`config.mk`:
```
export PLATFORM = sky130hd
export DESIGN_NAME = ultrasonic_ranger_flat
export DESIGN_NICKNAME = d
export VERILOG_FILES = /design/src/rtl/ultrasonic_ranger_pkg.sv /design/src/rtl/ultrasonic_ranger_if.sv /design/src/rtl/ultrasonic_ranger_echo_sync.sv /design/src/rtl/ultrasonic_ranger.sv /design/src/flat_wrapper.sv
export SDC_FILE = /design/constraint.sdc
export NUM_CORES = 1
export LEC_CHECK = 0
export ABC_AREA = 1
export CAP_MARGIN = 0
export CORE_ASPECT_RATIO = 1.1
export CORE_MARGIN = 2
export CORE_UTILIZATION = 50
export CTS_BUF_LIST = sky130_fd_sc_hd__clkbuf_8
export CTS_CLUSTER_DIAMETER = 120
export DETAILED_ROUTE_END_ITERATION = 10
export PLACE_DENSITY = 0.72
export SKIP_CTS_REPAIR_TIMING = 1
export SYNTH_ARGS = -nofsm -noshare
export SYNTH_HDL_FRONTEND = slang
export SYNTH_SLANG_ARGS = --single-unit
```
`constraint.sdc`:
```
create_clock -name clk -period 4.8 [get_ports clk]
set_input_delay 0.72 -clock clk [delete_from_list [all_inputs] [get_ports clk]]
set_output_delay 0.72 -clock clk [all_outputs]
set_load 0.03 [all_outputs]
```
`src/rtl/ultrasonic_ranger_pkg.sv`:
```
// Shared types and constants for the ultrasonic ranger: FSM state encoding
// and the width/saturation value of the distance bus.
package ranger_pkg;

    localparam int DIST_W = 5;
    localparam logic [DIST_W-1:0] DIST_MAX = 5'd31;

    // One extra bit so a count of 32 is representable and overrange is detectable.
    localparam int UNIT_W = DIST_W + 1;

    // Cycles from a change on the raw echo pin to its appearance on echo_s.
    localparam int SYNC_LAT = 2;

    typedef enum logic [2:0] {
        IDLE,
        TRIG,
        WAIT_ECHO,
        MEASURE,
        HOLDOFF
    } ranger_state_t;

endpackage

```
`src/rtl/ultrasonic_ranger_if.sv`:
```
// Sensor-side bundle: enable/echo in, trigger and distance result out.
// The slave modport is the ranger itself; master is whoever consumes it.
interface ultrasonic_ranger_if;
    import ranger_pkg::*;

    logic              enable;
    logic              echo;
    logic              trig;
    logic [DIST_W-1:0] distance;
    logic              valid;
    logic              timeout;

    modport master (
        output enable,
        output echo,
        input  trig,
        input  distance,
        input  valid,
        input  timeout
    );

    modport slave (
        input  enable,
        input  echo,
        output trig,
        output distance,
        output valid,
        output timeout
    );

endinterface

```
`src/rtl/ultrasonic_ranger_echo_sync.sv`:
```
// Two-flop synchronizer for an asynchronous level input, with single-cycle
// rise/fall pulses derived from the synchronized level.
module echo_sync (
    input  logic clk,
    input  logic rst,
    input  logic async_in,
    output logic sync_out,
    output logic rise,
    output logic fall
);

    logic meta_q, meta_d;
    logic sync_q, sync_d;
    logic prev_q, prev_d;

    always_comb begin
        meta_d = async_in;
        sync_d = meta_q;
        prev_d = sync_q;
    end

    always_ff @(posedge clk or posedge rst) begin
        if (rst) begin
            meta_q <= 1'b0;
            sync_q <= 1'b0;
            prev_q <= 1'b0;
        end else begin
            meta_q <= meta_d;
            sync_q <= sync_d;
            prev_q <= prev_d;
        end
    end

    assign sync_out = sync_q;
    assign rise     = sync_q & ~prev_q;
    assign fall     = ~sync_q & prev_q;

endmodule

```
`src/rtl/ultrasonic_ranger.sv`:
```
// Periodic ultrasonic ranging: fires a trigger, times the echo pulse and
// reports a saturated 5-bit distance with a one-cycle valid strobe.
module ultrasonic_ranger
    import ranger_pkg::*;
#(
    parameter int TRIG_CYCLES    = 10,
    parameter int TICKS_PER_UNIT = 58,
    parameter int WAIT_TIMEOUT   = 2000,
    parameter int MEAS_PERIOD    = 60000
) (
    input  logic                clk,
    input  logic                rst,
    ultrasonic_ranger_if.slave  bus
);

    // The wait window includes the synchronizer delay so an echo that rises
    // on the pin within WAIT_TIMEOUT cycles of trigger end is still caught.
    localparam int WAIT_WIN = WAIT_TIMEOUT + SYNC_LAT;
    localparam int CNT_MAX  = (TRIG_CYCLES > WAIT_WIN) ? TRIG_CYCLES : WAIT_WIN;
    localparam int CNT_W    = $clog2(CNT_MAX + 1);
    localparam int TICK_W   = $clog2(TICKS_PER_UNIT);
    localparam int PER_W    = $clog2(MEAS_PERIOD);

    localparam logic [CNT_W-1:0]  TRIG_LAST = CNT_W'(TRIG_CYCLES - 1);
    localparam logic [CNT_W-1:0]  WAIT_LAST = CNT_W'(WAIT_WIN - 1);
    localparam logic [TICK_W-1:0] TICK_LAST = TICK_W'(TICKS_PER_UNIT - 1);
    localparam logic [PER_W-1:0]  PER_LAST  = PER_W'(MEAS_PERIOD - 1);
    localparam logic [UNIT_W-1:0] UNIT_SAT  = {1'b0, DIST_MAX};

    logic echo_s, echo_rise, echo_fall;

    echo_sync u_echo_sync (
        .clk      (clk),
        .rst      (rst),
        .async_in (bus.echo),
        .sync_out (echo_s),
        .rise     (echo_rise),
        .fall     (echo_fall)
    );

    ranger_state_t     state_q, state_d;
    logic [CNT_W-1:0]  cnt_q, cnt_d;
    logic [TICK_W-1:0] tick_q, tick_d;
    logic [UNIT_W-1:0] unit_q, unit_d;
    logic [PER_W-1:0]  period_q, period_d;
    logic [DIST_W-1:0] distance_q, distance_d;
    logic              timeout_q, timeout_d;
    logic              valid_q, valid_d;
    logic [UNIT_W-1:0] unit_nxt;

    always_ff @(posedge clk or posedge rst) begin
        if (rst) begin
            state_q    <= IDLE;
            cnt_q      <= '0;
            tick_q     <= '0;
            unit_q     <= '0;
            period_q   <= '0;
            distance_q <= '0;
            timeout_q  <= 1'b0;
            valid_q    <= 1'b0;
        end else begin
            state_q    <= state_d;
            cnt_q      <= cnt_d;
            tick_q     <= tick_d;
            unit_q     <= unit_d;
            period_q   <= period_d;
            distance_q <= distance_d;
            timeout_q  <= timeout_d;
            valid_q    <= valid_d;
        end
    end

    always_comb begin
        state_d    = state_q;
        cnt_d      = cnt_q;
        tick_d     = tick_q;
        unit_d     = unit_q;
        distance_d = distance_q;
        timeout_d  = timeout_q;
        valid_d    = 1'b0;
        unit_nxt   = unit_q + 1'b1;
        // Saturate rather than wrap so a stuck echo still sees the period end.
        period_d   = (period_q == PER_LAST) ? period_q : period_q + 1'b1;

        case (state_q)
            IDLE: begin
                cnt_d = '0;
                if (bus.enable && !echo_s) state_d = TRIG;
            end

            TRIG: begin
                if (cnt_q == TRIG_LAST) begin
                    cnt_d   = '0;
                    state_d = WAIT_ECHO;
                end else begin
                    cnt_d = cnt_q + 1'b1;
                end
            end

            WAIT_ECHO: begin
                if (echo_rise) begin
                    tick_d  = TICK_W'(1);
                    unit_d  = '0;
                    state_d = MEASURE;
                end else if (cnt_q == WAIT_LAST) begin
                    distance_d = DIST_MAX;
                    timeout_d  = 1'b1;
                    valid_d    = 1'b1;
                    state_d    = HOLDOFF;
                end else begin
                    cnt_d = cnt_q + 1'b1;
                end
            end

            MEASURE: begin
                if (echo_fall) begin
                    distance_d = (unit_q > UNIT_SAT) ? DIST_MAX : unit_q[DIST_W-1:0];
                    timeout_d  = 1'b0;
                    valid_d    = 1'b1;
                    state_d    = HOLDOFF;
                end else if (echo_s) begin
                    if (tick_q == TICK_LAST) begin
                        tick_d = '0;
                        if (unit_nxt > UNIT_SAT) begin
                            distance_d = DIST_MAX;
                            timeout_d  = 1'b1;
                            valid_d    = 1'b1;
                            state_d    = HOLDOFF;
                        end else begin
                            unit_d = unit_nxt;
                        end
                    end else begin
                        tick_d = tick_q + 1'b1;
                    end
                end
            end

            HOLDOFF: begin
                cnt_d = '0;
                if (period_q == PER_LAST) begin
                    if (!bus.enable)  state_d = IDLE;
                    else if (!echo_s) state_d = TRIG;
                end
            end

            default: state_d = IDLE;
        endcase

        if (state_d == TRIG && state_q != TRIG) period_d = '0;
    end

    assign bus.trig     = (state_q == TRIG);
    assign bus.distance = distance_q;
    assign bus.valid    = valid_q;
    assign bus.timeout  = timeout_q;

endmodule

```
`src/flat_wrapper.sv`:
```
// flat-port wrapper written by rule: the top's interface ports become plain ports
module ultrasonic_ranger_flat import ranger_pkg::*;
#(
    parameter int TRIG_CYCLES    = 10,
    parameter int TICKS_PER_UNIT = 58,
    parameter int WAIT_TIMEOUT   = 2000,
    parameter int MEAS_PERIOD    = 60000
)
  (clk, rst, bus_enable, bus_echo, bus_trig, bus_distance, bus_valid, bus_timeout);
  ultrasonic_ranger_if bus_i ();
  input  logic clk;
  input  logic rst;
  input wire logic [$bits(bus_i.enable)-1:0] bus_enable;
  input wire logic [$bits(bus_i.echo)-1:0] bus_echo;
  output wire logic [$bits(bus_i.trig)-1:0] bus_trig;
  output wire logic [$bits(bus_i.distance)-1:0] bus_distance;
  output wire logic [$bits(bus_i.valid)-1:0] bus_valid;
  output wire logic [$bits(bus_i.timeout)-1:0] bus_timeout;
  assign bus_i.enable = bus_enable;
  assign bus_i.echo = bus_echo;
  assign bus_trig = bus_i.trig;
  assign bus_distance = bus_i.distance;
  assign bus_valid = bus_i.valid;
  assign bus_timeout = bus_i.timeout;
  ultrasonic_ranger #(.TRIG_CYCLES(TRIG_CYCLES), .TICKS_PER_UNIT(TICKS_PER_UNIT), .WAIT_TIMEOUT(WAIT_TIMEOUT), .MEAS_PERIOD(MEAS_PERIOD)) u_core (.clk(clk), .rst(rst), .bus(bus_i));
endmodule
```
Word level (Yosys, flattened, before mapping)
Cells that the tools add are included.
{ "totals": {"regBits": 52, "input_bits": 4, "out_inout_bits": 8} }
{ "classes": {"n_addsub": 4, "order_cmp": 2, "n_eq_ne": 22, "muxes": 51, "bitwise": 4, "reduce_logical": 11} }
{ "ops": {"columns": ["op", "n"], "rows": [
  ["6-bit 2-to-1 mux", 9],
  ["5-bit 2-to-1 mux", 7],
  ["11-bit 2-to-1 mux", 3],
  ["3-bit 2-to-1 mux", 11],
  ["11-bit case mux with 3 select lines", 1],
  ["16-bit 2-to-1 mux", 2],
  ["6-bit case mux with 2 select lines", 2],
  ["16-bit by 1-bit adder with 16-bit output (second input constant)", 1],
  ["16-bit equality test (second input constant)", 1],
  ["3-bit case mux with 5 select lines", 1],
  ["6-bit by 1-bit adder with 6-bit output (second input constant)", 2],
  ["6-bit by 5-bit > comparator with 1-bit output (second input constant)", 2],
  ["1-bit 2-to-1 mux", 12],
  ["2-bit inequality test (second input constant)", 6],
  ["6-bit AND reduction", 2],
  ["11-bit by 1-bit adder with 11-bit output (second input constant)", 1],
  ["11-bit equality test (second input constant)", 1],
  ["11-bit by 4-bit equality test with 1-bit output (second input constant)", 1],
  ["5-bit case mux with 2 select lines", 1],
  ["3-bit by 1-bit inequality test with 1-bit output (second input constant)", 3],
  ["3-bit by 1-bit equality test with 1-bit output (second input constant)", 2],
  ["3-bit by 2-bit equality test with 1-bit output (second input constant)", 2],
  ["6-bit equality test (second input constant)", 1],
  ["2-bit by 1-bit inequality test with 1-bit output (second input constant)", 3],
  ["13 further kinds", 17]
]} }

Longest topological paths before layout
Gate-level depths: netlist (run 1).
{ "logic_depth": {"depth_word": 10, "mapped_depth": 12, "depth_no_buf": 12} }

Modules after synthesis
Synthesis (run 1) repeated with hierarchy kept, for this count alone.
{ "hier_totals": {"cells_unflattened": 408, "hier_area_um2": 3057.9} }
{ "by_module_without_submodules": {"columns": ["mod", "n_inst", "cells_each", "area_per_inst_um2", "seq_area_each_um2"], "rows": [
  ["ultrasonic_ranger", 1, 400, 2964.1, 1226.2],
  ["echo_sync", 1, 8, 93.8, 75.1]
]} }

Worst setup path after synthesis (run 1)
OpenSTA, ideal clock, no wires.
{ "synth_path": {"kind": "register -> output", "start": "reg u_core.state_q[1]", "end": "out bus_trig", "arrival_ps": 927, "required_ps": 4080, "path_slack_ps": 3153, "stages_incl_launch_ff": 4, "n_path_buf": 0, "cell_sequence": "dfrtp_1 > inv_1 > nand3_1 > inv_1"} }
{ "synth_between": {"elab_chain_cells": 1} }
{ "synth_lines": {"columns": ["item", "line_no", "rtl"], "rows": [
  ["from (decl)", "ultrasonic_ranger.sv:41", "ranger_state_t state_q, state_d;"],
  ["from (signal assigned)", "ultrasonic_ranger.sv:62", "state_q <= state_d;"],
  ["3-bit by 1-bit equality test with 1-bit output", "ultrasonic_ranger.sv:152", "assign bus.trig = (state_q == TRIG);"],
  ["to (decl)", "flat_wrapper.sv:15", "output wire logic [$bits(bus_i.trig)-1:0] bus_trig;"]
]} }
No other way between the ends.

Final worst setup path (run 1)
Same ends and word-level chain as after synthesis.

==> run_results.csv, run 1 <==
group,metric,value,unit
logic_synthesis,synth_top_area_frac,0.420,
min_path,hold_path_depth,0,
min_path,hold-path-endpoint,"u_core.u_echo_sync.sync_out$_DFF_PP0_",
global_route,grt_pass1_wl,10800,um
floorplanning,rows,30,
clocking,clock_path_buffers,2,
floorplanning,die_height,86.6,um
floorplanning,start_util,0.510,
floorplanning,dieArea,6850,sq um
power,ir_drop,0.340,mV
clocking,clk_latency,0.30,ns
detailed_routing,drt-pass1-iter-count,4,
status,status,"finished clean",
logic_synthesis,synth-compound-area-share,0.122,
logic_synthesis,synthXorXnorAreaFrac,0.0678,
global_route,grt.met2_usage,0.329,
cells_and_area,layoutNonFillerInstCount,461,
detailed_routing,vias_per_cell,5.24,
clocking,cts_max_level,2,
power,intPower,934,uW
detailed_routing,drtAntennaViolNets,0,
global_route,grt.total_usage,0.193,
power,power_frac_seq,0.363,
logic_synthesis,synth_cells,368,
logic_synthesis,synth-edff-count,0,
run,max-cap-violations,0,
floorplanning,die_w,79.1,um
timing,relSlewSlack,0.294,
timing,clock_skew,0.00548,ns
logic_synthesis,synth_top_family_by_area,"simple AND/OR/NAND/NOR gates",
logic_synthesis,ys.flop_type,"dfrtp_1",
cells_and_area,syn2layout_area_growth,9.08,%
power,clockPowerShare,0.196,
logic_synthesis,yosysUniqueCellTypes,39,
clocking,cts_made_buffers,5,
global_route,grt_max_degree,53,
logic_synthesis,async_flop_share,1.00,
placed_design,gp_congestion,0.856,
detailed_routing,route.detailed.wl_per_inst,12.4,um
timing,finalMaxSlewViolations,0,
clocking,cts.sinks,52,
logic_synthesis,ys_warn_count,0,
min_path,hold_path.class,"reg -> reg",
power,p_leak,1.49,nW
cells_and_area,num_antenna_cells,0,
detailed_routing,dr_total_vias,2416,
setup_path,r2r-start,"u_core.cnt_q[1]$_DFFE_PP0P_",
logic_synthesis,synth_seq_cells,52,
clocking,clk_pin_slew_worst_paths,0.09,ns
global_route,grt_use_met1,0.262,
cells_and_area,final_core_util,0.556,
setup_path,rr_worst_depth,10,
logic_synthesis,yosys-top-cells-area,"dfrtp_1, nand2_1, xor2_1, nand3_1, inv_1",
setup_path,end_kind,"primary output",
detailed_routing,drt-total-wl,5740,um
logic_synthesis,synthAdderAreaFrac,0.0242,
clocking,cts_root_buf,"clkbuf_8",
placed_design,dpl_cell_area,3260,sq um
placed_design,dp.cells,453,
setup_path,cp.required,4.08,ns
timing,setup_tns,0,ns
floorplanning,io_pins,12,
detailed_routing,drc,0,
power,powerDensity,492,nW/um^2
power,net-switching-power,729,uW
global_route,antenna_found_initial,0,
setup_path,arrival,1.88,ns
timing,hold_violations,0,
global_route,busiest_layer,"met2",
logic_synthesis,avgSynthCellArea,8.43,sq um
setup_path,r2r_slack,2.86,ns
global_route,groute.layer.met3.usage,0.0281,
clocking,cts_tree,"done",
logic_synthesis,synthMuxAreaShare,0,
logic_synthesis,ys_seq_area_frac,0.420,
cells_and_area,design_area,3380,sq um
setup_path,worstReg2RegEnd,"u_core.period_q[13]$_DFFE_PP0P_",
timing,setup-violations-final,0,
logic_synthesis,synthesis.area,3100,sq um
logic_synthesis,synth.net_count,378,
cells_and_area,final_cell_mix,"nand2_1, dfrtp_1, inv_1, nand3_1, nor2_1",
cells_and_area,final_nets,390,
power,p_sw_frac,0.438,
timing,post-route-min-period,2.60,ns
detailed_routing,drtIter0Drc,169,
global_route,gr-total-overflow,0,
setup_path,critPathMaxFanout,5,
cells_and_area,drive_above_1_share,0.155,
timing,fmax,384,MHz
global_route,grt_pass1_vias,2411,
logic_synthesis,yosys.area_share.simple,0.293,
setup_path,crit_path_start_kind,"register",
min_path,hp-start,"u_core.u_echo_sync.meta_q$_DFF_PP0_",
floorplanning,core-area,6080,sq um
logic_synthesis,synth_top_cell_by_area,"dfrtp_1",
timing,rsz0062_at_grt,"no",
timing,fin_crit_sh,0.542,
power,combPwrFrac,0.441,
setup_path,path_class,"reg -> out",
placed_design,io_buffers,11,
placed_design,hpwl,4160,um
timing,tightest_slew,1.06,ns
cells_and_area,final_common_cell,"nand2_1",
==> worst max-delay path by stage <==
stage                                 from                            endpoint  slack (ns)  cells past startpoint
3_5_place_dp   u_core.state_q[1]$_DFF_PP0_                            bus_trig        2.51                      4
4_1_cts        u_core.state_q[1]$_DFF_PP0_                            bus_trig        2.17                      4
2_1_floorplan                          rst  u_core.bus.distance[0]$_DFFE_PP0P_        2.82                      1
5_1_grt        u_core.state_q[2]$_DFF_PP0_                            bus_trig        2.07                      4
6_report       u_core.state_q[1]$_DFF_PP0_                            bus_trig        2.20                      4
3_3_place_gp   u_core.state_q[1]$_DFF_PP0_                            bus_trig        2.55                      4
==> routing by layer <==
layer	wire length (um)	up-vias
met2	2840	21
met5	0	-
li1	-	1235
met4	36	0
met3	118	4
met1	2740	1156
==> metrics by stage <==
stage                     hold WS [ns]  total power, mW  setup slack [ns]
final                            0.356             1.66              2.20
after global routing             0.371             1.79              2.07
after CTS                        0.357             1.68              2.17
after detailed placement         0.335             1.35              2.51
after global placement           0.335             1.34              2.55
after floorplan                  0.331             1.22              2.82
==> flip-flops by register name (all words and copies together) (netlist names) <==
name and cells:
u_core.period_q 16, u_core.cnt_q 11, u_core.tick_q 6, u_core.unit_q 6
u_core.bus.distance 5, u_core.state_q 3, u_core.bus.timeout 1, u_core.bus.valid 1
u_core.u_echo_sync.meta_q 1, u_core.u_echo_sync.prev_q 1, u_core.u_echo_sync.sync_out 1
==> cell usage after synthesis (2+ instances only) <==
cell / n
a21oi_1: 16
a21oi_2: 10
buf_2: 2
buf_6: 2
dfrtp_1: 52
ha_1: 6
inv_1: 38
inv_2: 8
nand2_1: 64
nand2_2: 6
nand3_1: 30
nand3_2: 4
nand3_4: 2
nand3b_1: 2
nand4_1: 7
nor2_1: 29
nor2_2: 7
nor2_4: 2
nor2_8: 3
nor3_1: 12
nor3_2: 2
o21ai_0: 9
o21ai_1: 15
o21ai_2: 2
o31ai_1: 2
xnor2_1: 5
xor2_1: 19
==> power groups by stage <==
stage | sequential (mW) | clock (mW) | combinational, mW
finish | 0.604 | 0.326 | 0.733
global route | 0.619 | 0.350 | 0.820
CTS | 0.604 | 0.336 | 0.742
detailed placement | 0.612 | 0 | 0.738
global placement | 0.610 | 0 | 0.727
floorplan | 0.639 | 0 | 0.578
==> kinds of logic (layout without fill, tap and decap cells) <==
group	count (synthesis)	in the layout
AND/OR/NAND/NOR	174	174
AO/OA/AOI/OAI	60	60
flip-flops	52	52
buffers and inverters	52	65
XOR/XNOR	24	24
adder cells (fa/ha/maj)	6	6
==> cell type report <==
cell class              count  area (sq um)
well taps                  80           100
flip-flops and latches     52          1300
fillers                   587          2700
clock inverters             1          30.0
inverters                  46           173
repair buffers             11           110
clock buffers               7          96.3
multi-input cells         264          1570
==> worst max-delay path: stages (launching register included) <==
cell             delay, ns
dfrtp_1               0.45
inv_1                 0.09
nand3_1               0.12
inv_1                 0.21
clkdlybuf4s50_1       0.71
Note: power is estimated with default switching activity, not from simulation.
==> run 2: changes to the inputs <==
==> constraint.sdc (replaced) <==
create_clock -name clk -period 2.65 [get_ports clk]
set_input_delay 0.3975 -clock clk [delete_from_list [all_inputs] [get_ports clk]]
set_output_delay 0.3975 -clock clk [all_outputs]
set_load 0.03 [all_outputs]
==> run_results.csv, run 2 (synthesis results as in run 1) <==
group,metric,value,unit
clocking,cts_max_level,2,
clocking,clk_pin_slew_worst_paths,0.09,ns
clocking,cts.sinks,52,
global_route,antenna_found_initial,0,
power,ir_drop,0.487,mV
min_path,hold_path_depth,0,
detailed_routing,drc,0,
detailed_routing,drt-total-wl,5920,um
placed_design,gp_congestion,0.918,
setup_path,critPathMaxFanout,5,
min_path,hold-path-endpoint,"u_core.u_echo_sync.sync_out$_DFF_PP0_",
setup_path,cp.required,2.25,ns
clocking,clk_latency,0.30,ns
power,net-switching-power,1.32,mW
setup_path,crit_path_cell_trace,"inv_1 -> nand3_1 -> inv_1 -> clkdlybuf4s50_1",
power,p_sw_frac,0.461,
global_route,grt_max_degree,28,
clocking,clock_path_buffers,2,
min_path,hold_path.class,"reg -> reg",
clocking,cts_tree,"done",
placed_design,hpwl,4460,um
floorplanning,core-area,6080,sq um
setup_path,r2r_slack,0.75,ns
floorplanning,io_pins,12,
cells_and_area,drive_above_1_share,0.157,
timing,fmax,436,MHz
timing,setup-violations-final,0,
setup_path,cp_common_cell,"inv_1",
cells_and_area,largest_reg_flops,16,
placed_design,dpl_cell_area,3270,sq um
setup_path,cp_slowest_stage_delay,0.71,ns
setup_path,end_kind,"primary output",
power,powerDensity,853,nW/um^2
setup_path,cp_slowest_cell,"clkdlybuf4s50_1",
timing,setup_tns,0,ns
detailed_routing,vias_per_cell,5.20,
cells_and_area,final_common_cell,"nand2_1",
detailed_routing,drtIter0Drc,193,
cells_and_area,reg_top3,"u_core.period_q: 16 flops, u_core.cnt_q: 11 flops",
cells_and_area,final_nets,392,
timing,clock_skew,0.00386,ns
cells_and_area,top_register,"u_core.period_q",
setup_path,path_buf_inv,3,
timing,fin_crit_sh,0.865,
clocking,cts_made_buffers,5,
detailed_routing,drt-pass1-iter-count,4,
power,power_frac_seq,0.385,
placed_design,io_buffers,11,
floorplanning,rows,30,
detailed_routing,dr_total_vias,2401,
clocking,cts_root_buf,"clkbuf_8",
timing,finalMaxSlewViolations,0,
timing,rsz0062_at_grt,"no",
detailed_routing,drtAntennaViolNets,0,
setup_path,rr_worst_depth,10,
floorplanning,die_w,79.1,um
cells_and_area,final_cell_mix,"nand2_1, dfrtp_1, inv_1, nand3_1, nor2_1",
global_route,grt.total_usage,0.188,
setup_path,arrival,1.89,ns
power,intPower,1.54,mW
min_path,hp-start,"u_core.u_echo_sync.meta_q$_DFF_PP0_",
floorplanning,die_height,86.6,um
global_route,grt_pass1_vias,2336,
status,status,"finished clean",
cells_and_area,num_antenna_cells,0,
floorplanning,start_util,0.510,
timing,hold_violations,0,
global_route,gr-total-overflow,0,
power,clockPowerShare,0.149,
cells_and_area,design_area,3350,sq um
detailed_routing,route.detailed.wl_per_inst,12.8,um
timing,post-route-min-period,2.29,ns
power,p_leak,1.47,nW
setup_path,path_class,"reg -> out",
cells_and_area,syn2layout_area_growth,8.11,%
timing,relSlewSlack,0.627,
run,max-cap-violations,0,
setup_path,r2r-start,"u_core.cnt_q[1]$_DFFE_PP0P_",
setup_path,cpLargestDelayFamily,"buffers and inverters",
setup_path,worstReg2RegEnd,"u_core.period_q[15]$_DFFE_PP0P_",
timing,tightest_slew,0.558,ns
power,combPwrFrac,0.466,
setup_path,crit_path_start_kind,"register",
global_route,grt_pass1_wl,10400,um
floorplanning,dieArea,6850,sq um
run 2: changes by cell type in the layout (fill, tap and decap cells not counted):
| cell | previous run | this run |
|---|---|---|
| buf_4 | 0 | 2 |
| bufinv_16 | 1 | 0 |
| clkbuf_8 | 7 | 5 |
| clkinv_2 | 0 | 1 |
| clkinvlp_4 | 0 | 1 |
run 2: per-layer routing:
layer  global-route usage  vias to the layer above  part of all wire
met3               0.0313                        6             0.025
li1                     -                     1237                 -
met4               0.0423                        0             0.011
met2                0.333                       29              0.49
met5                    0                        -                 0
met1                0.242                     1129              0.47
run 2: final cells by class:
| cell class | instances | area, sq um |
|---|---|---|
| Clock buffer | 5 | 68.8 |
| Clock inverter | 2 | 12.5 |
| Fill cell | 575 | 2730 |
| Inverter | 46 | 173 |
| Multi-Input combinational cell | 264 | 1570 |
| Sequential cell | 52 | 1300 |
| Tap cell | 80 | 100 |
| Timing Repair Buffer | 13 | 125 |
run 2: metrics by stage:
stage	power, mW	hold WS, ns	util	std cells	setup WS [ns]
after floorplan	2.20	0.331	-	368	0.995
after global placement	2.43	0.339	0.538	455	0.727
after detailed placement	2.46	0.340	0.538	455	0.680
after CTS	2.90	0.362	0.551	462	0.339
after global routing	3.07	0.365	0.551	462	0.287
final	2.86	0.358	0.551	462	0.359
run 2: worst max path at each step:
| stage | start | end | cells after the start |
|---|---|---|---|
| floorplan | rst | u_core.bus.distance[0]$_DFFE_PP0P_ | 1 |
| global route | u_core.state_q[1]$_DFF_PP0_ | bus_trig | 4 |
| finish | u_core.state_q[1]$_DFF_PP0_ | bus_trig | 4 |
| CTS | u_core.state_q[1]$_DFF_PP0_ | bus_trig | 4 |
| detailed placement | u_core.state_q[1]$_DFF_PP0_ | bus_trig | 4 |
| global placement | u_core.state_q[1]$_DFF_PP0_ | bus_trig | 4 |
run 2: power by group through the flow:
stage          logic (mW)  clock network [mW]  registers (mW)
2_1_floorplan        1.05                   0            1.16
3_3_place_gp         1.32                   0            1.11
3_5_place_dp         1.34                   0            1.11
4_1_cts              1.35               0.450            1.10
5_1_grt              1.48               0.475            1.12
6_report             1.33               0.427            1.10
